--- config.mk ---
export PLATFORM = sky130hd
export DESIGN_NAME = mem_arbiter
export DESIGN_NICKNAME = d
export VERILOG_FILES = /design/src/rtl/mem_arbiter.sv
export SDC_FILE = /design/constraint.sdc
export NUM_CORES = 1
export LEC_CHECK = 0
export ABC_AREA = 0
export CAP_MARGIN = 20
export CORE_MARGIN = 2
export CORE_UTILIZATION = 31
export DETAILED_ROUTE_END_ITERATION = 16
export PLACE_DENSITY_LB_ADDON = 0.08
export RECOVER_POWER = 25
export SLEW_MARGIN = 15
export SYNTH_ARGS = -nofsm -noshare
export SYNTH_HDL_FRONTEND = slang
export SYNTH_SLANG_ARGS = --single-unit
--- constraint.sdc ---
create_clock -name clk -period 1.4 [get_ports clk]
set_input_delay 0.21 -clock clk [delete_from_list [all_inputs] [get_ports clk]]
set_output_delay 0.21 -clock clk [all_outputs]
set_load 0.02 [all_outputs]
--- src/rtl/mem_arbiter.sv ---
// rtl/mem_arbiter.sv - shared single-port SRAM arbiter for instruction and data requesters
//
// Purpose: grants one of two requesters (fetch, load/store) onto a single SRAM
// port each cycle. Data wins by default, but after MAX_DATA_RUN consecutive data
// grants with a fetch waiting, the fetch is forced through. Read data returns one
// cycle after issue and is routed to whichever requester issued the read.
//
// Ports:
//   clk, resetn                      clock, synchronous active-low reset
//   inst_req/inst_addr               fetch request and address
//   inst_stall/inst_rvalid/inst_rdata fetch stall, return pulse, held return data
//   data_req/data_wen/data_addr/data_wdata  load/store request
//   data_stall/data_rvalid/data_rdata       load/store stall, return pulse, held data
//   mem_en/mem_wen/mem_addr/mem_wdata       shared SRAM command
//   mem_rdata                                SRAM read data (one cycle after issue)

module mem_arbiter #(
  parameter int unsigned MAX_DATA_RUN = 4
) (
  input  logic        clk,
  input  logic        resetn,

  input  logic        inst_req,
  input  logic [31:0] inst_addr,
  output logic        inst_stall,
  output logic        inst_rvalid,
  output logic [31:0] inst_rdata,

  input  logic        data_req,
  input  logic [3:0]  data_wen,
  input  logic [31:0] data_addr,
  input  logic [31:0] data_wdata,
  output logic        data_stall,
  output logic        data_rvalid,
  output logic [31:0] data_rdata,

  output logic        mem_en,
  output logic [3:0]  mem_wen,
  output logic [31:0] mem_addr,
  output logic [31:0] mem_wdata,
  input  logic [31:0] mem_rdata
);

  typedef enum logic [1:0] {
    OWN_NONE = 2'd0,
    OWN_INST = 2'd1,
    OWN_DATA = 2'd2
  } owner_e;

  localparam logic [3:0] MaxRun = MAX_DATA_RUN[3:0];

  logic [3:0]  run_cnt_q, run_cnt_d;
  owner_e      owner_q, owner_d;
  logic [31:0] inst_rdata_q;
  logic [31:0] data_rdata_q;

  logic run_full;
  logic inst_grant;
  logic data_grant;

  // Grant decode. The fetch only preempts data once the run counter has
  // saturated; otherwise it wins only when data is idle.
  always_comb begin
    run_full   = (run_cnt_q == MaxRun);
    inst_grant = resetn & inst_req & (~data_req | run_full);
    data_grant = resetn & data_req & ~inst_grant;
  end

  // Shared SRAM command mux; idle port drives all zeros.
  always_comb begin
    mem_en    = inst_grant | data_grant;
    mem_wen   = 4'b0000;
    mem_addr  = 32'h0;
    mem_wdata = 32'h0;
    if (inst_grant) begin
      mem_addr = inst_addr;
    end else if (data_grant) begin
      mem_wen   = data_wen;
      mem_addr  = data_addr;
      mem_wdata = data_wdata;
    end
  end

  always_comb begin
    inst_stall = resetn & inst_req & ~inst_grant;
    data_stall = resetn & data_req & ~data_grant;
  end

  // Run counter only tracks data grants that actually block a waiting fetch.
  always_comb begin
    run_cnt_d = run_cnt_q;
    if (inst_grant || !inst_req) begin
      run_cnt_d = 4'd0;
    end else if (data_grant && !run_full) begin
      run_cnt_d = run_cnt_q + 4'd1;
    end
  end

  // Stores complete in their grant cycle, so only reads record an owner.
  always_comb begin
    owner_d = OWN_NONE;
    if (inst_grant) begin
      owner_d = OWN_INST;
    end else if (data_grant && (data_wen == 4'b0000)) begin
      owner_d = OWN_DATA;
    end
  end

  always_ff @(posedge clk) begin
    if (!resetn) begin
      run_cnt_q    <= 4'd0;
      owner_q      <= OWN_NONE;
      inst_rdata_q <= 32'h0;
      data_rdata_q <= 32'h0;
    end else begin
      run_cnt_q <= run_cnt_d;
      owner_q   <= owner_d;
      if (owner_q == OWN_INST) inst_rdata_q <= mem_rdata;
      if (owner_q == OWN_DATA) data_rdata_q <= mem_rdata;
    end
  end

  // The return cycle shows mem_rdata directly so data is visible with the
  // pulse; the _q copies hold it afterwards. Gating with resetn drops a
  // response whose return cycle coincides with reset.
  always_comb begin
    inst_rvalid = resetn & (owner_q == OWN_INST);
    data_rvalid = resetn & (owner_q == OWN_DATA);
    inst_rdata  = 32'h0;
    data_rdata  = 32'h0;
    if (resetn) begin
      inst_rdata = inst_rvalid ? mem_rdata : inst_rdata_q;
      data_rdata = data_rvalid ? mem_rdata : data_rdata_q;
    end
  end

endmodule

==> impl_summary.txt, run 1 <==
----------------------------------------------------
[Yosys]
  Number of enable-type register cells in the synthesized netlist ... 0
  Post-synthesis cell type with the largest combined area ... sky130_fd_sc_hd__dfxtp_1
  Share of the synthesized area in the top cell type ... roughly 37%
  Post-synthesis instance area ... roughly 3700 um2
  Number of nets in the synthesized netlist ... ~600
  Yosys reg bits ... 70
  Largest cells by area after synthesis ... sky130_fd_sc_hd__dfxtp_1 (37%), sky130_fd_sc_hd__a21boi_0 (26%), sky130_fd_sc_hd__nand2_1 (13%), sky130_fd_sc_hd__a22o_1 (7.5%), sky130_fd_sc_hd__and2_1 (6.9%)
  Seq/Total Area, Yosys ... 37.4%
  Top cells by instance count after synthesis ... sky130_fd_sc_hd__nand2_1 (130), sky130_fd_sc_hd__a21boi_0 (128), sky130_fd_sc_hd__dfxtp_1 (70), sky130_fd_sc_hd__and2_1 (41), sky130_fd_sc_hd__a22o_1 (32)
  Cell count after synthesis ... 464
  Top FF cell, synth ... sky130_fd_sc_hd__dfxtp_1
  Library cell with the highest instance count after synthesis ... sky130_fd_sc_hd__nand2_1
  Average instance area after synthesis ... roughly 8 um2
  Number of distinct library cells after synthesis ... 23
  Warnings from Yosys ... 0
  Synth async-reset ratio ... 0%

[Setup path]
  CP Capture Type ... output port
  Register-to-Register Setup Slack ... -110 ps
  Largest fanout of any net on the critical path ... 5
  Most used cell along the critical path ... sky130_fd_sc_hd__buf_6
  Cells along the critical path ... inv_2 > ha_4 > and3b_2 > a21oi_4 > buf_6 > buf_6 > buf_16 > a22o_4 > buf_6
  Category of the most critical setup path ... register to output port
  Kind of cell adding the most delay to the critical path ... buffers and inverters
  Maximum cell stage delay along the critical path ... 320 ps
  Arrival time at the worst endpoint ... approximately 1900 ps
  Kind of start point of the critical path ... register
  Required @ worst endpoint ... roughly 1200 ps
  Cell with the largest stage delay on the worst path ... sky130_fd_sc_hd__dfxtp_2
  Number of buffers and inverters on the critical path ... 5

[CTS]
  Maximum count of clock buffers along a single path ... 2
  Clock slew at reported path FFs ... 60 ps
  Insertion delay of the later-clocked pin in the worst-skew pair ... approximately 320 ps
  CTS tree ... done
  Hold Buf Count CTS ... 0
  Total number of H-tree levels ... 3
  TritonCTS sink count ... 70
  Total clock buffers created by CTS ... 9
  Clk root buf ... sky130_fd_sc_hd__clkbuf_16

[Timing]
  Final Hold Fails ... 0
  Fin Clk Skew ... approximately 4.8 ps
  Setup repair after global routing missed its margin ... yes
  Shortest clock period the worst path allows after layout ... between 2000 and 2500 ps
  Measured slew at the worst slew-check pin ... roughly 320 ps
  Highest Clock Rate ... about 0.48 GHz
  Total setup violations reported at the end of the flow ... 143
  Final setup margin ... -680 ps
  Ratio of final minimum period to clock period ... 149%
  Worst Hold Slack ... 229 ps
  Max Transition Viols Final ... 0
  Slew margin rel. ... approximately 79%

[Placement]
  Port Buffer Count ... approximately 270
  Pre-CTS WS ... -860 ps
  Sum of net half-perimeters after detailed placement ... roughly 12 mm
  RD Place Congestion ... slightly below 0.9
  Total placed instance area ... approximately 7200 um2

[Cells and area]
  Net count reported at finish ... between 900 and 1000
  Reg area ... roughly 1400 um2
  Finished Cell Area ... about 9400 um2
  Area of the multi-input gates ... ~3200 um2
  Diodes inserted ... 0
  Fraction of final layout cells sized beyond drive strength 1 ... around three fifths
  Area growth, synth to finish ... 151%
  Fill cell total of the finished layout ... about 750

[Global routing]
  GR Layer Usage met2 ... 46.4%
  Number of global-route vias before repair ... about 4800
  Global-route wire length before repair ... approximately 26 mm
  Overall fraction of global-route tracks in use ... a little over a quarter
  Maximum number of pins on one net before global-route repair ... 41
  Met1 layer usage reported by global route ... between 30% and 40%
  Antenna violations before repair ... 0
  GRT met3 Usage ... around 7%
  Overflow after GRT ... 0
  GR peak layer ... met2

[Drt]
  Number of nets still failing antenna checks after routing ... 0
  Via count of the routed design ... 4883
  Avg WL per Cell ... 19.9 um
  Total iterations of the first detailed-routing run ... 6
  Post-detailed-route via-to-cell ratio ... just under 5
  Residual DRC ... 0
  Post-detailed-routing wire length ... between 15 and 20 mm
  DRT iter0 DRCs ... 214

[Die]
  DIE WIDTH ... around 110 um
  Area of the die ... approximately 13000 um2
  Starting density of the core ... between 30% and 40%
  Number of top-level pins ... approximately 270
  Die height ... approximately 110 um
  Placeable core area ... 11900 um2
  Count of standard-cell rows ... 40

[Outcome]
  Status ... complete, but fails checks
  Violated checks ... setup timing

[Power and ir drop]
  Peak supply drop ... 604 uV
  Power density relative to cell area ... 653 nW/um2
  Leakage Power ... approximately 4.2 nW

[Worst hold path]
  Class of the tightest hold or removal check ... input port to register

[Flow run]
  # Max-Cap Violations ... 0

----------------------------------------------------
final cells by class:
cell class                      count  area share, %
Clock inverter                      1          0.320
Sequential cell                    70           15.0
Timing Repair Buffer              397           45.6
Tap cell                          147           1.96
Inverter                            3          0.120
Multi-Input combinational cell    352           34.2
Clock buffer                       13           2.77
repair_timing:
action                     4_1_cts  5_1_grt
pin swaps                       51       83
setup endpoints to repair      137      140
buffers inserted                49       41
resized for setup              774      228
cloned                          10        3
sequential cells by signal, summed over array words and instances, names as in the netlist:
register      flops
data_rdata_q     32
inst_rdata_q     32
run_cnt_q         4
owner_q           2
cells in the final DEF, fill, tap and decap left out, types with 2 or more instances in the layout:
| cell type | Yosys | routed |
|---|---|---|
| sky130_fd_sc_hd__a21boi_0 | 128 | 58 |
| sky130_fd_sc_hd__a21boi_1 | 0 | 8 |
| sky130_fd_sc_hd__a21boi_2 | 0 | 61 |
| sky130_fd_sc_hd__a21oi_4 | 1 | 2 |
| sky130_fd_sc_hd__a22o_1 | 32 | 8 |
| sky130_fd_sc_hd__a22o_4 | 0 | 24 |
| sky130_fd_sc_hd__and2_1 | 41 | 2 |
| sky130_fd_sc_hd__and2_2 | 0 | 15 |
| sky130_fd_sc_hd__and2_4 | 0 | 24 |
| sky130_fd_sc_hd__buf_12 | 0 | 19 |
| sky130_fd_sc_hd__buf_16 | 0 | 7 |
| sky130_fd_sc_hd__buf_2 | 19 | 3 |
| sky130_fd_sc_hd__buf_4 | 0 | 85 |
| sky130_fd_sc_hd__buf_6 | 2 | 132 |
| sky130_fd_sc_hd__buf_8 | 0 | 10 |
| sky130_fd_sc_hd__clkbuf_1 | 15 | 2 |
| sky130_fd_sc_hd__clkbuf_16 | 0 | 11 |
| sky130_fd_sc_hd__clkbuf_2 | 3 | 3 |
| sky130_fd_sc_hd__clkbuf_4 | 0 | 2 |
| sky130_fd_sc_hd__clkbuf_8 | 0 | 2 |
| sky130_fd_sc_hd__clkdlybuf4s50_1 | 0 | 133 |
| sky130_fd_sc_hd__dfxtp_1 | 70 | 66 |
| sky130_fd_sc_hd__dfxtp_2 | 0 | 2 |
| sky130_fd_sc_hd__dfxtp_4 | 0 | 2 |
| sky130_fd_sc_hd__inv_2 | 0 | 2 |
| sky130_fd_sc_hd__nand2_1 | 130 | 44 |
| sky130_fd_sc_hd__nand2_2 | 0 | 30 |
| sky130_fd_sc_hd__nand2_4 | 0 | 56 |
| sky130_fd_sc_hd__nand3_1 | 2 | 2 |
| sky130_fd_sc_hd__nor2_1 | 4 | 3 |
metrics by stage:
stage | instances | utilization (%) | total power, mW | TNS (ps)
2_1_floorplan | 464 | - | 2.67 | -6960
3_3_place_gp | 875 | 60.1 | 3.47 | -80690
3_5_place_dp | 875 | 60.1 | 3.49 | -82890
4_1_cts | 948 | 70.6 | 5.98 | -70630
5_1_grt | 983 | 78.8 | 6.34 | -86200
6_report | 983 | 78.8 | 6.14 | -75220
where the power goes:
group / switching, mW / leakage [nW] / internal [mW] / total, mW
registers: 0.0206 / 0.569 / 2.03 / 2.05
logic: 0.749 / 3.48 / 1.04 / 1.79
clock network: 0.835 / 0.142 / 1.46 / 2.29
total: 1.60 / 4.19 / 4.53 / 6.14
worst paths after layout:
| path | endpoint | cells past startpoint | from |
|---|---|---|---|
| setup / recovery | mem_addr[8] | 9 | run_cnt_q[1] |
| hold / removal | owner_q[0] | 3 | resetn |
| setup reg to reg | inst_rdata_q[31] | 8 | owner_q[0] |
| hold reg to reg | inst_rdata_q[14] | 2 | inst_rdata_q[14] |
cell families (layout without fill, tap and decap cells):
group                    Yosys count  in the layout  share of synthesized area [%]
adder cells (fa/ha/maj)            2              2                          0.669
AND/OR/NAND/NOR                  185            185                           22.0
buffers and inverters             42            414                           5.35
multiplexers                       1              1                          0.267
XOR/XNOR                           1              1                          0.234
AO/OA/AOI/OAI                    163            163                           34.0
flip-flops                        70             70                           37.4
worst register-to-register path, stage by stage, from the launching register on:
cell and delay (ps):
sky130_fd_sc_hd__dfxtp_4 360, sky130_fd_sc_hd__buf_6 120, sky130_fd_sc_hd__nand2b_4 70, sky130_fd_sc_hd__buf_12 100
sky130_fd_sc_hd__buf_6 120, sky130_fd_sc_hd__clkbuf_2 290, sky130_fd_sc_hd__nand2_4 80, sky130_fd_sc_hd__buf_4 140
sky130_fd_sc_hd__a21boi_0 170
metal layers:
| layer | vias to the layer above | wire length, um |
|---|---|---|
| li1 | 2330 | - |
| met1 | 2356 | 7360 |
| met2 | 167 | 10400 |
| met3 | 30 | 1180 |
| met4 | 0 | 543 |
| met5 | - | 0 |
Note: power is estimated with default switching activity, not from simulation.
==> run 2, diff against run 1 <==
--- a/config.mk
+++ b/config.mk
@@ -12,7 +12,6 @@
 export DETAILED_ROUTE_END_ITERATION = 16
 export PLACE_DENSITY_LB_ADDON = 0.08
 export RECOVER_POWER = 25
-export SLEW_MARGIN = 15
 export SYNTH_ARGS = -nofsm -noshare
 export SYNTH_HDL_FRONTEND = slang
 export SYNTH_SLANG_ARGS = --single-unit
==> results of run 2 <==
Same layout as run 1: the final DEF is identical, and so are final timing and power.
==> run 3, diff against run 2 <==
--- a/config.mk
+++ b/config.mk
@@ -7,11 +7,13 @@
 export LEC_CHECK = 0
 export ABC_AREA = 0
 export CAP_MARGIN = 20
+export CELL_PAD_IN_SITES_DETAIL_PLACEMENT = 1
+export CELL_PAD_IN_SITES_GLOBAL_PLACEMENT = 1
 export CORE_MARGIN = 2
-export CORE_UTILIZATION = 31
+export CORE_UTILIZATION = 21
 export DETAILED_ROUTE_END_ITERATION = 16
 export PLACE_DENSITY_LB_ADDON = 0.08
-export RECOVER_POWER = 25
+export RECOVER_POWER = 50
 export SYNTH_ARGS = -nofsm -noshare
 export SYNTH_HDL_FRONTEND = slang
 export SYNTH_SLANG_ARGS = --single-unit
==> impl_summary.txt, run 3 (synthesized netlist as in run 1, its figures left out) <==
----------------------------------------------------
[Outcome]
  Status ... complete, but fails checks
  Violated checks ... setup timing

[Timing]
  Worst Hold Slack ... between 200 and 300 ps
  Setup repair after global routing missed its margin ... yes
  Ratio of final minimum period to clock period ... 159%
  Highest Clock Rate ... roughly 0.45 GHz
  Max Transition Viols Final ... 0
  Total setup violations reported at the end of the flow ... roughly 150
  Final setup margin ... -832 ps
  Measured slew at the worst slew-check pin ... 455 ps
  Slew margin rel. ... a little over two thirds
  Shortest clock period the worst path allows after layout ... between 2000 and 2500 ps
  Fin Clk Skew ... approximately 6.4 ps
  Final Hold Fails ... 0

[Worst hold path]
  Class of the tightest hold or removal check ... input port to register
  Hold Crit Start ... resetn
  Instance count along the most critical hold path ... 4
  Endpoint of the worst hold path ... run_cnt_q[3]

[Die]
  Placeable core area ... 17400 um2
  Starting density of the core ... a little over a fifth
  Area of the die ... around 19000 um2
  Number of top-level pins ... around 270
  DIE WIDTH ... around 140 um
  Count of standard-cell rows ... between 40 and 50
  Die height ... approximately 140 um

[Cells and area]
  Fill cell total of the finished layout ... around 1900
  Reg area ... 1410 um2
  Largest registers ... data_rdata_q: 32 flops, inst_rdata_q: 32 flops, run_cnt_q: 4 flops
  Most common library cell in the layout ignoring fill and taps ... sky130_fd_sc_hd__buf_6
  Area growth, synth to finish ... 150%
  Highest-count cells in the layout ignoring fill and taps ... sky130_fd_sc_hd__buf_6 (135), sky130_fd_sc_hd__clkdlybuf4s50_1 (133), sky130_fd_sc_hd__a21boi_2 (68), sky130_fd_sc_hd__dfxtp_1 (67), sky130_fd_sc_hd__buf_4 (66)
  Non-filler instance count after layout ... between 1000 and 1500
  Area of the multi-input gates ... around 3200 um2
  Fraction of final layout cells sized beyond drive strength 1 ... around 58%
  Net count reported at finish ... roughly 960

[Power and ir drop]
  Leakage Power ... between 4 and 5 nW
  Peak supply drop ... about 530 uV
  Power density relative to cell area ... about 700 nW/um2

[Global routing]
  Global-route wire length before repair ... approximately 29 mm
  Number of global-route vias before repair ... between 4000 and 5000
  Antenna violations before repair ... 1
  Overall fraction of global-route tracks in use ... between 20% and 30%
  Maximum number of pins on one net before global-route repair ... 61
  Overflow after GRT ... 0

[Drt]
  Sum of met2 wire segment lengths after detailed routing ... 12.0 mm
  Post-detailed-routing wire length ... 21.6 mm
  Avg WL per Cell ... around 21 um
  Via count of the routed design ... ~4800
  Residual DRC ... 0
  Post-detailed-route via-to-cell ratio ... ~4.6
  Total iterations of the first detailed-routing run ... 4
  Detailed route wirelength on metal3 ... approximately 1.6 mm
  Uppermost layer routed ... met5
  Wire length the detailed router placed on met1 ... ~7.3 mm
  DRT iter0 DRCs ... between 100 and 150
  Number of nets still failing antenna checks after routing ... 0

[Setup path]
  Largest fanout of any net on the critical path ... 7
  Kind of cell adding the most delay to the critical path ... buffers and inverters
  Required @ worst endpoint ... ~1200 ps
  Cell with the largest stage delay on the worst path ... sky130_fd_sc_hd__dfxtp_2
  CP Capture Type ... output port
  Maximum cell stage delay along the critical path ... approximately 350 ps
  Destination of the worst register-to-register timing path ... inst_rdata_q[10]
  Most used cell along the critical path ... sky130_fd_sc_hd__buf_12
  Category of the most critical setup path ... register to output port
  Cells along the critical path ... inv_2 > ha_4 > and3b_2 > a21oi_4 > buf_12 > buf_16 > buf_8 > a22o_1 > buf_12
  Arrival time at the worst endpoint ... 2020 ps
  Kind of start point of the critical path ... register
  R2R depth ... 9
  Launching instance or port of the critical path ... run_cnt_q[0]
  Register-to-Register Setup Slack ... -260 ps
  RR Startpoint ... owner_q[1]
  Number of buffers and inverters on the critical path ... 5

[Flow run]
  # Max-Cap Violations ... 0

[CTS]
  CTS tree ... done
  Clk root buf ... sky130_fd_sc_hd__clkbuf_16
  Total clock buffers created by CTS ... 9
  Insertion delay of the later-clocked pin in the worst-skew pair ... around 340 ps
  TritonCTS sink count ... 70
  Clock slew at reported path FFs ... about 60 ps
  Hold Buf Count CTS ... 0
  Maximum count of clock buffers along a single path ... 2
  Total number of H-tree levels ... 3

[Placement]
  Count of placed standard cells including taps ... roughly 960
  Port Buffer Count ... approximately 270
  RD Place Congestion ... around 0.78
  Sum of net half-perimeters after detailed placement ... 14.6 mm

----------------------------------------------------
==> run 3: worst max path at each step <==
stage / to / slack (ps) / depth (start not counted)
global placement: mem_addr[1] / -850 / 6
floorplan: mem_wdata[19] / -140 / 7
detailed placement: mem_addr[18] / -880 / 6
global route: mem_addr[31] / -890 / 9
finish: mem_addr[31] / -830 / 9
CTS: mem_wdata[7] / -840 / 8
==> run 3: worst reg2reg max path, stage by stage (launching register included) <==
cell	delay, ps
sky130_fd_sc_hd__dfxtp_1	340
sky130_fd_sc_hd__buf_6	130
sky130_fd_sc_hd__nor2b_1	180
sky130_fd_sc_hd__clkbuf_2	210
sky130_fd_sc_hd__buf_4	230
sky130_fd_sc_hd__buf_6	140
sky130_fd_sc_hd__nand2_4	50
sky130_fd_sc_hd__buf_6	120
sky130_fd_sc_hd__buf_6	100
sky130_fd_sc_hd__a21boi_2	90
==> run 3: per-stage QoR <==
| step | area [um2] | setup WS (ps) | total power [mW] | util (%) | TNS [ps] |
|---|---|---|---|---|---|
| 2_1_floorplan | 4130 | -136 | 2.67 | - | -6960 |
| 3_3_place_gp | 7340 | -852 | 3.50 | 42.3 | -85170 |
| 3_5_place_dp | 7340 | -885 | 3.52 | 42.3 | -87040 |
| 4_1_cts | 8360 | -840 | 6.48 | 48.1 | -77930 |
| 5_1_grt | 9350 | -891 | 6.80 | 53.9 | -105200 |
| 6_report | 9350 | -832 | 6.56 | 53.9 | -87420 |
==> run 3: report_power, final <==
part,total [mW],internal [mW],switching (mW)
registers,2.04,2.03,0.0138
clock network,2.74,1.80,0.939
logic,1.77,1.02,0.755
==> run 3: layout make-up <==
cell class,count,share of cell area (%)
antenna,1,0.0268
clock buffer,10,2.56
clock inverter,6,1.24
inverter,3,0.120
multi-input combinational,352,34.1
sequential,70,15.1
tap,225,3.01
timing repair buffer,384,43.9
==> run 3: per-layer routing <==
metal	GRT usage, %	vias up
met1	20.7	2312
met2	39.6	170
met4	7.39	2
met5	0	-
li1	-	2298
met3	7.14	28
==> run 3: what timing repair did <==
item / in CTS / in global routing
resized for setup: 738 / 246
setup endpoints to repair: 137 / 148
setup buffers: 33 / 35
pin swaps: 34 / 88
gates cloned: 8 / 4
